[src/rtl/stream_mux_rr.sv]
// stream_mux_rr: N-channel valid/ready stream mux with a registered output
// stage and round-robin or forced channel selection.
// Optional packet lock: define STREAM_MUX_LAST_LOCK_EN.
module stream_mux_rr #(
    parameter int WIDTH = 4,
    parameter int NCH   = 4,
    localparam int SELW = (NCH > 2) ? $clog2(NCH) : 1
) (
    input  logic                 clk,
    input  logic                 rst_n,
    input  logic [NCH*WIDTH-1:0] in_data,
    input  logic [NCH-1:0]       in_valid,
    input  logic [NCH-1:0]       in_last,
    output logic [NCH-1:0]       in_ready,
    input  logic                 mode,
    input  logic [SELW-1:0]      sel,
    output logic [WIDTH-1:0]     out_data,
    output logic                 out_last,
    output logic [SELW-1:0]      out_ch,
    output logic                 out_valid,
    input  logic                 out_ready
);

    logic             load_en;
    logic             xfer;
    logic             found;
    logic             hi_found;
    logic             lo_found;
    logic [SELW-1:0]  hi_idx;
    logic [SELW-1:0]  lo_idx;
    logic [SELW-1:0]  g_idx;
    logic [SELW-1:0]  ptr;
    logic [NCH-1:0]   grant;
    logic [WIDTH-1:0] g_data;
    logic             g_last;
    logic             lock;
    logic [SELW-1:0]  lock_ch;

    assign load_en = rst_n && (!out_valid || out_ready);

    // Round-robin candidates: lowest valid at/above ptr, else lowest overall
    always_comb begin
        hi_found = 1'b0;
        lo_found = 1'b0;
        hi_idx   = '0;
        lo_idx   = '0;
        for (int i = NCH - 1; i >= 0; i--) begin
            if (in_valid[i]) begin
                lo_found = 1'b1;
                lo_idx   = SELW'(i);
                if (SELW'(i) >= ptr) begin
                    hi_found = 1'b1;
                    hi_idx   = SELW'(i);
                end
            end
        end
    end

    // Pick the granted channel: lock owner, forced sel, or round-robin
    always_comb begin
        found = 1'b0;
        g_idx = '0;
        if (lock) begin
            g_idx = lock_ch;
            for (int i = 0; i < NCH; i++) begin
                if (lock_ch == SELW'(i) && in_valid[i]) found = 1'b1;
            end
        end else if (mode) begin
            g_idx = sel;
            for (int i = 0; i < NCH; i++) begin
                if (sel == SELW'(i) && in_valid[i]) found = 1'b1;
            end
        end else begin
            found = hi_found || lo_found;
            g_idx = hi_found ? hi_idx : lo_idx;
        end
    end

    // One-hot grant and the granted channel's payload
    always_comb begin
        grant  = '0;
        g_data = '0;
        g_last = 1'b0;
        for (int i = 0; i < NCH; i++) begin
            if (found && g_idx == SELW'(i)) begin
                grant[i] = 1'b1;
                g_data   = in_data[i*WIDTH +: WIDTH];
                g_last   = in_last[i];
            end
        end
    end

    assign in_ready = load_en ? grant : '0;
    assign xfer     = load_en && found;

`ifdef STREAM_MUX_LAST_LOCK_EN
    // Packet lock: held from a non-last beat until that channel's last beat
    always_ff @(posedge clk) begin
        if (!rst_n) begin
            lock    <= 1'b0;
            lock_ch <= '0;
        end else if (xfer) begin
            lock    <= !g_last;
            lock_ch <= g_idx;
        end
    end
`else
    assign lock    = 1'b0;
    assign lock_ch = '0;
`endif

    // Output register and round-robin pointer
    always_ff @(posedge clk) begin
        if (!rst_n) begin
            out_valid <= 1'b0;
            out_data  <= '0;
            out_last  <= 1'b0;
            out_ch    <= '0;
            ptr       <= '0;
        end else begin
            if (load_en) out_valid <= xfer;
            if (xfer) begin
                out_data <= g_data;
                out_last <= g_last;
                out_ch   <= g_idx;
                if (!mode) begin
                    ptr <= (int'(g_idx) == NCH - 1) ? '0 : g_idx + 1'b1;
                end
            end
        end
    end

endmodule
[config.mk]
export PLATFORM = sky130hd
export DESIGN_NAME = stream_mux_rr
export DESIGN_NICKNAME = d
export VERILOG_FILES = /design/src/rtl/stream_mux_rr.sv
export SDC_FILE = /design/constraint.sdc
export NUM_CORES = 1
export LEC_CHECK = 0
export BUFFER_PORTS_ARGS = -buffer_cell sky130_fd_sc_hd__buf_4
export CORE_MARGIN = 5
export CORE_UTILIZATION = 47
export CTS_BUF_LIST = sky130_fd_sc_hd__clkbuf_16
export DETAILED_ROUTE_END_ITERATION = 10
export PLACE_DENSITY = 0.83
export SYNTH_ARGS = -nofsm -noshare
export SYNTH_HDL_FRONTEND = slang
export SYNTH_SLANG_ARGS = --single-unit
[constraint.sdc]
create_clock -name clk -period 4.1 [get_ports clk]
set_input_delay 0.205 -clock clk [delete_from_list [all_inputs] [get_ports clk]]
set_output_delay 0.205 -clock clk [all_outputs]
set_load 0.05 [all_outputs]
==> results of run 1 <==
cells in the mapped netlist, drive strengths merged, types with 2 or more instances:
master  instances
nor2b           3
a211oi          2
and2            2
nor2            2
a221o           6
dfxtp          10
and3            4
nand2           9
mux2            3
a22oi           5
mux2i           6
a21oi           9
inv            10
buf             2
ha              4
clkbuf          2
state kept, by name (all words and copies together) (netlist names):
signal and cells:
out_data 4, out_ch 2, ptr 2, out_last 1, out_valid 1
per-layer routing:
layer	vias up	routed length [µm]	global-route usage (%)
met3	2	168	4.011
li1	429	-	-
met2	32	1218	30.72
met5	-	0	0
met4	0	4	7.860
met1	405	939	21.78
area by class of cell:
cell class | instances | area share (%)
Clock buffer | 3 | 6.257
Clock inverter | 1 | 0.3128
Inverter | 10 | 3.128
Multi-Input combinational cell | 69 | 46.19
Sequential cell | 10 | 16.68
Tap cell | 17 | 1.773
Timing Repair Buffer | 41 | 25.65
final timing paths:
kind                                   from  slack (ns)          end  cells after the start
worst max-delay path                 ptr[1]        1.40  in_ready[3]                      7
worst min-delay path                  rst_n        0.24    out_valid                      2
worst max register to register       ptr[1]        1.45  out_data[3]                      9
worst min register to register  out_data[0]        0.46  out_data[0]                      2
metrics by stage:
step           area, µm²  utilization (%)
5_1_grt             1200            71.04
2_1_floorplan      815.8                -
6_report            1200            71.04
3_3_place_gp        1121            66.37
4_1_cts             1200            71.04
3_5_place_dp        1121            66.37
cell families after synthesis:
logic type	share of synthesized area, %
AO/OA/AOI/OAI	33.28
flip-flops	24.54
AND/OR/NAND/NOR	16.57
multiplexers	11.96
buffers and inverters	7.515
adder cells (fa/ha/maj)	6.135
where the power goes:
part / total (mW) / internal [mW] / switching, mW
clock network: 0.172 / 0.128 / 0.0439
logic: 0.179 / 0.0736 / 0.105
registers: 0.118 / 0.110 / 0.00749
total: 0.468 / 0.311 / 0.156
worst register-to-register path, stage by stage, from the launching register on:
cell and delay (ns):
dfxtp_1 0.44, mux2_1 0.36, a221o_1 0.30, a31o_2 0.25, and2_1 0.16, ha_1 0.21, nor2b_1 0.18, a221o_1 0.32
a22oi_1 0.20, mux2i_1 0.11
==> results.ini, run 1 <==
[final_layout]
fin_cells=151
seq_area_um2=200.2
drive_gt1_share_pct=39.55
nets=169
nFillCells=138
mostFrequentLayoutCell=buf_4
final_cell_mix=41 x buf_4, 10 x inv_1, 10 x dfxtp_1
diodes=0
multiInputGateArea_um2=554.3
synthToLayoutAreaGrowth_pct=47.09

[floorplanning]
initial_utilization_pct=48.30
ios=42
rows=15
dieArea_um2=2669
die_x_um=51.66
die_h_um=51.66
core_um2=1689

[critical_path]
worstPathBufferInverterCount=1
cp_max_fo=11
crit_required_ns=3.89
start_kind=register
cpLargestDelayFamily=compound AO/OA/AOI/OAI gates
arrival_ns=2.49
path_cells=mux2_1 -> a221o_1 -> a31o_2 -> nand2_1 -> ha_1 -> and3_1 -> buf_4
path_class=register to output pin
critPathCaptureType=output pin
slowest_stage=dfxtp_1
cpPeakStageDelay_ns=0.44

[yosys]
synth.avg_cell_area_um2=8.772
synthTopCellsByArea=dfxtp_1 25%, a221o_1 7.4%, mux2i_1 7.4%
synth-edff-count=0
netlist_area_um2=815.8
ys.warnings.count=0
synth_largest_area_cell=dfxtp_1
async_flop_share_pct=0
synth_seq_area_share_pct=24.54
syn-num-nets=127
netlist.area_leader.share_pct=24.54
ys_types=34
synth_ff_type=dfxtp_1
netlist_instances=93
yosys_register_bits=10

[sta]
post-route-period-util_pct=65.77
fin_tns_setup_ns=0
setup_ws_ns=1.403
timing.slew.headroom_pct=52.88
holdWs_ns=0.2442
rsz0062_at_grt=false
worstMarginPinSlew_ns=0.6958
timing.final.hold_violations=0
fin_skew_ns=0.001394
fin_crit_ns=2.697
drv_slew=0
clock.fmax_mhz=370.8
setup_viol_count_final=0

[routing]
first_iter_violations=28
vias=868
first_pass_iters=4
viasPerCell=5.748
drc=0
ant_nets=0
wl_mm=2.332
wl_per_cell_um=15.44

[cts]
clk_pin_slew_ns=0.04
cts_sinks=10
post_cts_buffers=0
clk_latency_ns=0.23
cts_tree=done
cts_root_buf=clkbuf_16
ctsResizeCount=0
cts_buffers=3
cts_max_path_buffers=2
h-tree-depth=1
hold_buffers=0

[global_routing]
antenna_found_initial=0
track_usage_pct=18.13
grt_max_degree=12
grt_pass1_wl_mm=3.594
grt_overflow=0
grt_pass1_vias=787

[pwr]
power_mw=0.4678
p_leak_nw=0.5987
power_density_nw_per_um2=389.9
vdd.ir_drop.worst_mv=0.2558

[placement]
pre_cts_ws_ns=1.504
place_congestion=0.9346
port-buffer-count=41
detailed_place_hpwl_mm=1.850
dp_cells=147

[min_path]
hold_path_class=primary input to register

[flow_run]
cap_viol_max_count=0

[run_status]
status=completed

No activity file was read; power rests on OpenSTA's default activity.
==> run 2, diff against run 1 <==
- ABC_AREA: unset -> 1
- CORE_UTILIZATION: 47 -> 45
- PLACE_DENSITY: 0.83 -> 0.79
- clock period: 4.1 -> 2.8 ns (I/O delays scaled with it)
==> run 2 against run 1 <==
Against the previous run:
- flip-flop and latch count stayed put
- register-to-register slack got worse by 0.87 ns
- hold slack worse by 0.054 ns
- non-clock buffer count unchanged
- final cell count grew 37%
- die area up 6.2%
- cell area increased by 2.1%
- total power grew 38%
- global-route usage fell by 0.24 points
- via count is 22% higher
==> results.ini, run 2 <==
[global_routing]
grt_pass1_wl_mm=3.732  ; +3.8%
track_usage_pct=17.88  ; -0.24 points
antenna_found_initial=0  ; unchanged
grt_pass1_vias=941  ; +20%
grt_overflow=0  ; unchanged
grt_max_degree=12  ; unchanged

[routing]
viasPerCell=5.116  ; -11%
wl_mm=2.430  ; +4.2%
first_pass_iters=4  ; unchanged
wl_per_cell_um=11.74  ; -24%
ant_nets=0  ; unchanged
first_iter_violations=45  ; +61%
drc=0  ; unchanged
vias=1059  ; +22%

[final_layout]
final_cell_mix=41 x buf_4, 37 x nand2_1, 18 x inv_1, 18 x nand3_1, 12 x nor2_1
mostFrequentLayoutCell=buf_4
nets=217  ; +28%
regMostFlops=out_data
top_regs=out_data x4, out_ch x2, ptr x2
fin_cells=207  ; +37%
drive_gt1_share_pct=27.47  ; -12 points
final_util_pct=70.18  ; -0.86 points
diodes=0  ; unchanged
largest_reg_flops=4  ; unchanged
synthToLayoutAreaGrowth_pct=45.68

[cts]
cts_buffers=3  ; unchanged
cts_max_path_buffers=2  ; unchanged
cts_tree=done
h-tree-depth=1  ; unchanged
hold_buffers=0  ; unchanged
ctsResizeCount=0  ; unchanged
post_cts_buffers=0  ; unchanged
clk_pin_slew_ns=0.04  ; about the same
cts_root_buf=clkbuf_16
cts_sinks=10  ; unchanged
clk_latency_ns=0.23  ; about the same

[pwr]
p_comb_share_pct=35.8  ; -2.4 points
switching_share_pct=33.45  ; about the same
power_density_nw_per_um2=525.8  ; +35%
p_clk_share_pct=38.3  ; +1.6 points
switchingPower_mw=0.2155  ; +38%
p_leak_nw=0.6776  ; +13%
intPower_mw=0.4286  ; +38%
pwr-share-seq_pct=25.9  ; +0.8 points
vdd.ir_drop.worst_mv=0.5664  ; +120%

[sta]
holdWs_ns=0.1901  ; -0.05415 ns
fin_skew_ns=0.002786  ; +0.001392 ns
timing.final.hold_violations=0  ; unchanged
worstMarginPinSlew_ns=0.6519  ; -0.04387 ns
drv_slew=0  ; unchanged
rsz0062_at_grt=false
clock.fmax_mhz=434.2
setup_ws_ns=0.4970  ; -0.9064 ns
fin_crit_ns=2.303
fin_tns_setup_ns=0  ; unchanged
timing.slew.headroom_pct=56.38  ; +3.5 points
post-route-period-util_pct=82.25
setup_viol_count_final=0  ; unchanged

[critical_path]
slowest_stage=dfxtp_1
arrival_ns=2.16  ; -0.33 ns
start_kind=register
cp_max_fo=6  ; -5
crit_required_ns=2.66  ; -1.23 ns
path_class=register to output pin
cpLargestDelayFamily=buffers and inverters
worstPathBufferInverterCount=4  ; +3
cpPeakStageDelay_ns=0.32  ; -0.12 ns
path_cells=inv_1 -> o21ai_0 -> nand2_1 -> inv_1 -> o211ai_1 -> nand2_1 -> o21ai_0 -> inv_1 -> ha_1 -> nand2_1 -> nor2_1 -> buf_4
critPathCaptureType=output pin

[floorplanning]
dieArea_um2=2833  ; +6.2%
rows=15  ; unchanged
core_um2=1745  ; +3.3%
initial_utilization_pct=48.17  ; -0.12 points
die_x_um=53.23  ; +3.0%
die_h_um=53.23  ; +3.0%
ios=42  ; unchanged

[yosys]
synth-edff-count=0  ; unchanged
yosys_register_bits=10  ; unchanged
synth.avg_cell_area_um2=5.880  ; -33%
syn-num-nets=177  ; +39%
ys.warnings.count=0  ; unchanged
netlist_instances=143  ; +54%
synth.most_common_cell=nand2_1
synth_largest_area_cell=dfxtp_1
synthTopCellsByArea=dfxtp_1 24%, nand2_1 17%, nand3_1 11%
ys_types=19  ; -44%
async_flop_share_pct=0  ; unchanged
netlist_area_um2=840.8  ; +3.1%
netlist.area_leader.share_pct=23.81  ; -0.73 points
netlist_top_cells_count=37 x nand2_1, 18 x inv_1, 18 x nand3_1, 12 x nor2_1, 11 x nand4_1
synth_seq_area_share_pct=23.81  ; -0.73 points
synth_ff_type=dfxtp_1

[placement]
dp_cells=203  ; +38%
port-buffer-count=41  ; unchanged
pre_cts_ws_ns=0.6177  ; -0.8864 ns
detailed_place_hpwl_mm=1.940  ; +4.9%
place_congestion=0.9084  ; -2.8%

[flow_run]
cap_viol_max_count=0  ; unchanged

[run_status]
status=completed

[min_path]
hold_path_class=primary input to register

## run 2: worst register-to-register path, cell delays in order, from the launching register on
cell and delay [ns]:
dfxtp_1 0.32, inv_1 0.05, o21ai_0 0.23, nand2_1 0.08
inv_1 0.07, o211ai_1 0.09, nand2_1 0.10, o21ai_0 0.16
ha_1 0.37, nor2_1 0.14, nand4_1 0.11, nand2_1 0.09
nand2_1 0.06, nand3_1 0.08, nand3_1 0.11, nand2_1 0.10
## run 2: power groups by stage
stage	clock network (mW)	logic, mW	registers, mW
after floorplan	0	0.105	0.215
after global placement	0	0.225	0.168
after detailed placement	0	0.229	0.169
after CTS	0.252	0.230	0.167
after global routing	0.267	0.252	0.169
final	0.247	0.230	0.167
## run 2: worst paths after layout
check	slack (ns)	cells past startpoint	end	from
worst max-delay path	0.50	12	in_ready[0]	ptr[0]
worst min-delay path	0.19	3	out_valid	rst_n
worst max register to register	0.58	15	out_data[3]	ptr[0]
worst min register to register	0.47	2	ptr[0]	ptr[0]
## run 2: per-stage QoR
stage	cell area, µm²	power, mW
3_3_place_gp	1146	0.3935
4_1_cts	1225	0.6491
3_5_place_dp	1146	0.3984
2_1_floorplan	840.8	0.3203
6_report	1225	0.6441
5_1_grt	1225	0.6872
## run 2: cell type report
cell class,instances,area (µm²)
repair buffers,41,307.8
multi-input cells,107,531.8
clock buffers,3,75.07
fillers,152,520.5
inverters,20,75.07
flip-flops and latches,10,200.2
clock inverters,1,3.754
well taps,25,31.28
## run 2: cells by family after synthesis
| group | after synthesis | share of synthesized area (%) |
|---|---|---|
| adder cells (fa/ha/maj) | 4 | 5.953 |
| flip-flops | 10 | 23.81 |
| buffers and inverters | 26 | 12.95 |
| AND/OR/NAND/NOR | 88 | 48.06 |
| AO/OA/AOI/OAI | 15 | 9.227 |
## run 2: layer usage
| metal | GRT usage, % | vias up | share of wire, % |
|---|---|---|---|
| met5 | 0 | - | 0 |
| met4 | 7.660 | 0 | 1.0 |
| met3 | 5.070 | 4 | 7.9 |
| met2 | 28.78 | 39 | 48 |
| met1 | 21.90 | 467 | 43 |
| li1 | - | 549 | - |
==> run 3, diff against run 2 <==
- ABC_AREA: 1 -> 0
- CORE_UTILIZATION: 45 -> 40
- PLACE_DENSITY: 0.79 -> 0.75
- clock period: 2.8 -> 2 ns (I/O delays scaled with it)
==> run 3 against run 2 <==
Against the previous run:
- the flow now finishes with violations (negative setup slack)
- clock skew is 0.0019 ns lower
- core utilization increased by 7.0 points
- critical path depth decreased by 3
- sequential power is 44% higher
==> results.ini, run 3 (synthesis gave the netlist of run 1 again) <==
[run_status]
status=finished with violations
violations=negative setup slack

[critical_path]
cpLargestDelayFamily=compound AO/OA/AOI/OAI gates
path_class=register to register
cpMostUsedCell=a221o_1
start_kind=register
critPathCaptureType=register
slowest_stage=dfxtp_4
worstPathBufferInverterCount=0  ; -4
path_cells=mux2_4 -> a221o_1 -> a31o_4 -> and2_4 -> ha_4 -> nor2b_4 -> a221o_1 -> a22oi_2 -> mux2i_1
cpPeakStageDelay_ns=0.34  ; +0.02 ns
cp_max_fo=5  ; -1
arrival_ns=2.40  ; +0.24 ns
crit_required_ns=2.12  ; -0.54 ns

[floorplanning]
dieArea_um2=3043  ; +7.4%
ios=42  ; unchanged
die_x_um=55.16  ; +3.6%
core_um2=1962  ; +12%
die_h_um=55.16  ; +3.6%
rows=16  ; +1
initial_utilization_pct=41.58  ; -6.6 points

[global_routing]
antenna_found_initial=0  ; unchanged
track_usage_pct=20.13  ; +2.2 points
grt_pass1_vias=1000  ; +6.3%
grt_pass1_wl_mm=4.326  ; +16%
grt_max_degree=10  ; -2
grt_overflow=0  ; unchanged

[final_layout]
fin_cells=179  ; -14%
nets=187  ; -14%
synthToLayoutAreaGrowth_pct=85.58
mostFrequentLayoutCell=buf_4
final_util_pct=77.17  ; +7.0 points
regMostFlops=out_data
seq_area_um2=203.9  ; +1.9%
final_cell_mix=53 x buf_4, 10 x inv_1, 9 x a21oi_1, 9 x dfxtp_1, 8 x nand2_1
nFillCells=128  ; -16%
drive_gt1_share_pct=58.55  ; +31 points
top_regs=out_data x4, out_ch x2, ptr x2
multiInputGateArea_um2=683.2  ; +28%
largest_reg_flops=4  ; unchanged
diodes=0  ; unchanged

[cts]
cts_max_path_buffers=2  ; unchanged
cts_tree=done
cts_buffers=3  ; unchanged
h-tree-depth=1  ; unchanged
cts_root_buf=clkbuf_16
clk_latency_ns=0.24  ; about the same
cts_sinks=10  ; unchanged
hold_buffers=0  ; unchanged
clk_pin_slew_ns=0.04  ; about the same

[routing]
wl_mm=2.806  ; +15%
drc=0  ; unchanged
first_iter_violations=27  ; -40%
wl_per_cell_um=15.68  ; +34%
vias=964  ; -9.0%
ant_nets=0  ; unchanged
first_pass_iters=6  ; +2
viasPerCell=5.385  ; +5.3%

[flow_run]
cap_viol_max_count=0  ; unchanged

[placement]
place_congestion=0.7767  ; -14%
port-buffer-count=41  ; unchanged
detailed_place_hpwl_mm=2.021  ; +4.1%
dp_cells=171  ; -16%

[sta]
timing.slew.headroom_pct=63.63  ; +7.3 points
worstMarginPinSlew_ns=0.5445  ; -0.1074 ns
setup_viol_count_final=9  ; +9
fin_crit_ns=2.278
drv_slew=0  ; unchanged
fin_skew_ns=0.0009310  ; -0.001855 ns
timing.final.hold_violations=0  ; unchanged
rsz0062_at_grt=true
setup_ws_ns=-0.2781  ; -0.7751 ns
post-route-period-util_pct=113.9
clock.fmax_mhz=439.0

[pwr]
power_density_nw_per_um2=711.0  ; +35%
p_comb_share_pct=44.5  ; +8.7 points
switchingPower_mw=0.3658  ; +70%
switching_share_pct=33.98  ; +0.53 points
vdd.ir_drop.worst_mv=0.3947  ; -30%
p_clk_share_pct=33.1  ; -5.2 points
p_leak_nw=0.7083  ; +4.5%
intPower_mw=0.7107  ; +66%
pwr-share-seq_pct=22.4  ; -3.5 points

[min_path]
hold_path_class=primary input to register

==> run 3: cell count changes in the layout (fill, tap and decap cells not counted), moves of 4 or more <==
cell,previous run,this run
a221o_1,0,6
a22oi_2,0,5
buf_4,41,53
ha_1,4,0
ha_4,0,4
inv_1,18,10
mux2i_1,0,6
nand2_1,37,8
nand3_1,18,0
nand4_1,11,0
nor2_1,12,2
or2_0,4,0
==> run 3: power groups by stage <==
stage                     combinational (mW)  sequential [mW]  clock [mW]
after floorplan                        0.183            0.318           0
after global placement                 0.409            0.241           0
after detailed placement               0.414            0.242           0
after CTS                              0.454            0.240       0.362
after global routing                   0.510            0.243       0.367
final                                  0.479            0.241       0.356
==> run 3: routing by layer <==
layer / global-route usage [%] / vias up / part of all wire (%)
met5: 0 / - / 0
met4: 10.93 / 0 / 2.4
met3: 3.753 / 8 / 6.1
met2: 34.06 / 38 / 51
met1: 23.79 / 452 / 40
li1: - / 466 / -
==> run 3: final timing paths <==
kind	startpoint	end	slack, ns	depth (start not counted)
worst max-delay path	ptr[1]	out_data[0]	-0.28	9
worst min-delay path	rst_n	out_valid	0.14	2
worst max register to register	ptr[1]	out_data[0]	-0.28	9
worst min register to register	out_data[2]	out_data[2]	0.47	2
==> run 3: timing repair <==
action	in CTS	in global routing
pin swaps	2	1
cloned	0	0
gates resized for setup	18	5
setup endpoints to repair	9	9
setup buffers	2	2
==> run 3: area by class of cell <==
class                   count  share of cell area (%)
multi-input cells          69                   45.12
repair buffers             59                   31.49
flip-flops and latches     10                   13.47
clock buffers               3                   4.959
inverters                  10                   2.479
well taps                  27                   2.231
clock inverters             1                  0.2479
==> run 3: through the flow <==
step | hold WS, ns | worst slack, ns | area (µm²) | setup TNS (ns) | power [mW]
after floorplan | 0.3063 | -0.2174 | 869.6 | -1.093 | 0.5017
after global placement | 0.3732 | -0.2745 | 1281 | -1.517 | 0.6495
after detailed placement | 0.3822 | -0.3112 | 1281 | -1.876 | 0.6556
after CTS | 0.1384 | -0.3016 | 1469 | -2.226 | 1.055
after global routing | 0.1748 | -0.3269 | 1514 | -2.388 | 1.120
final | 0.1417 | -0.2781 | 1514 | -2.009 | 1.076
==> run 3: worst register-to-register path, stage by stage (launching register included) <==
cell	delay, ns
dfxtp_4	0.34
mux2_4	0.29
a221o_1	0.30
a31o_4	0.23
and2_4	0.16
ha_4	0.16
nor2b_4	0.13
a221o_1	0.30
a22oi_2	0.16
mux2i_1	0.09
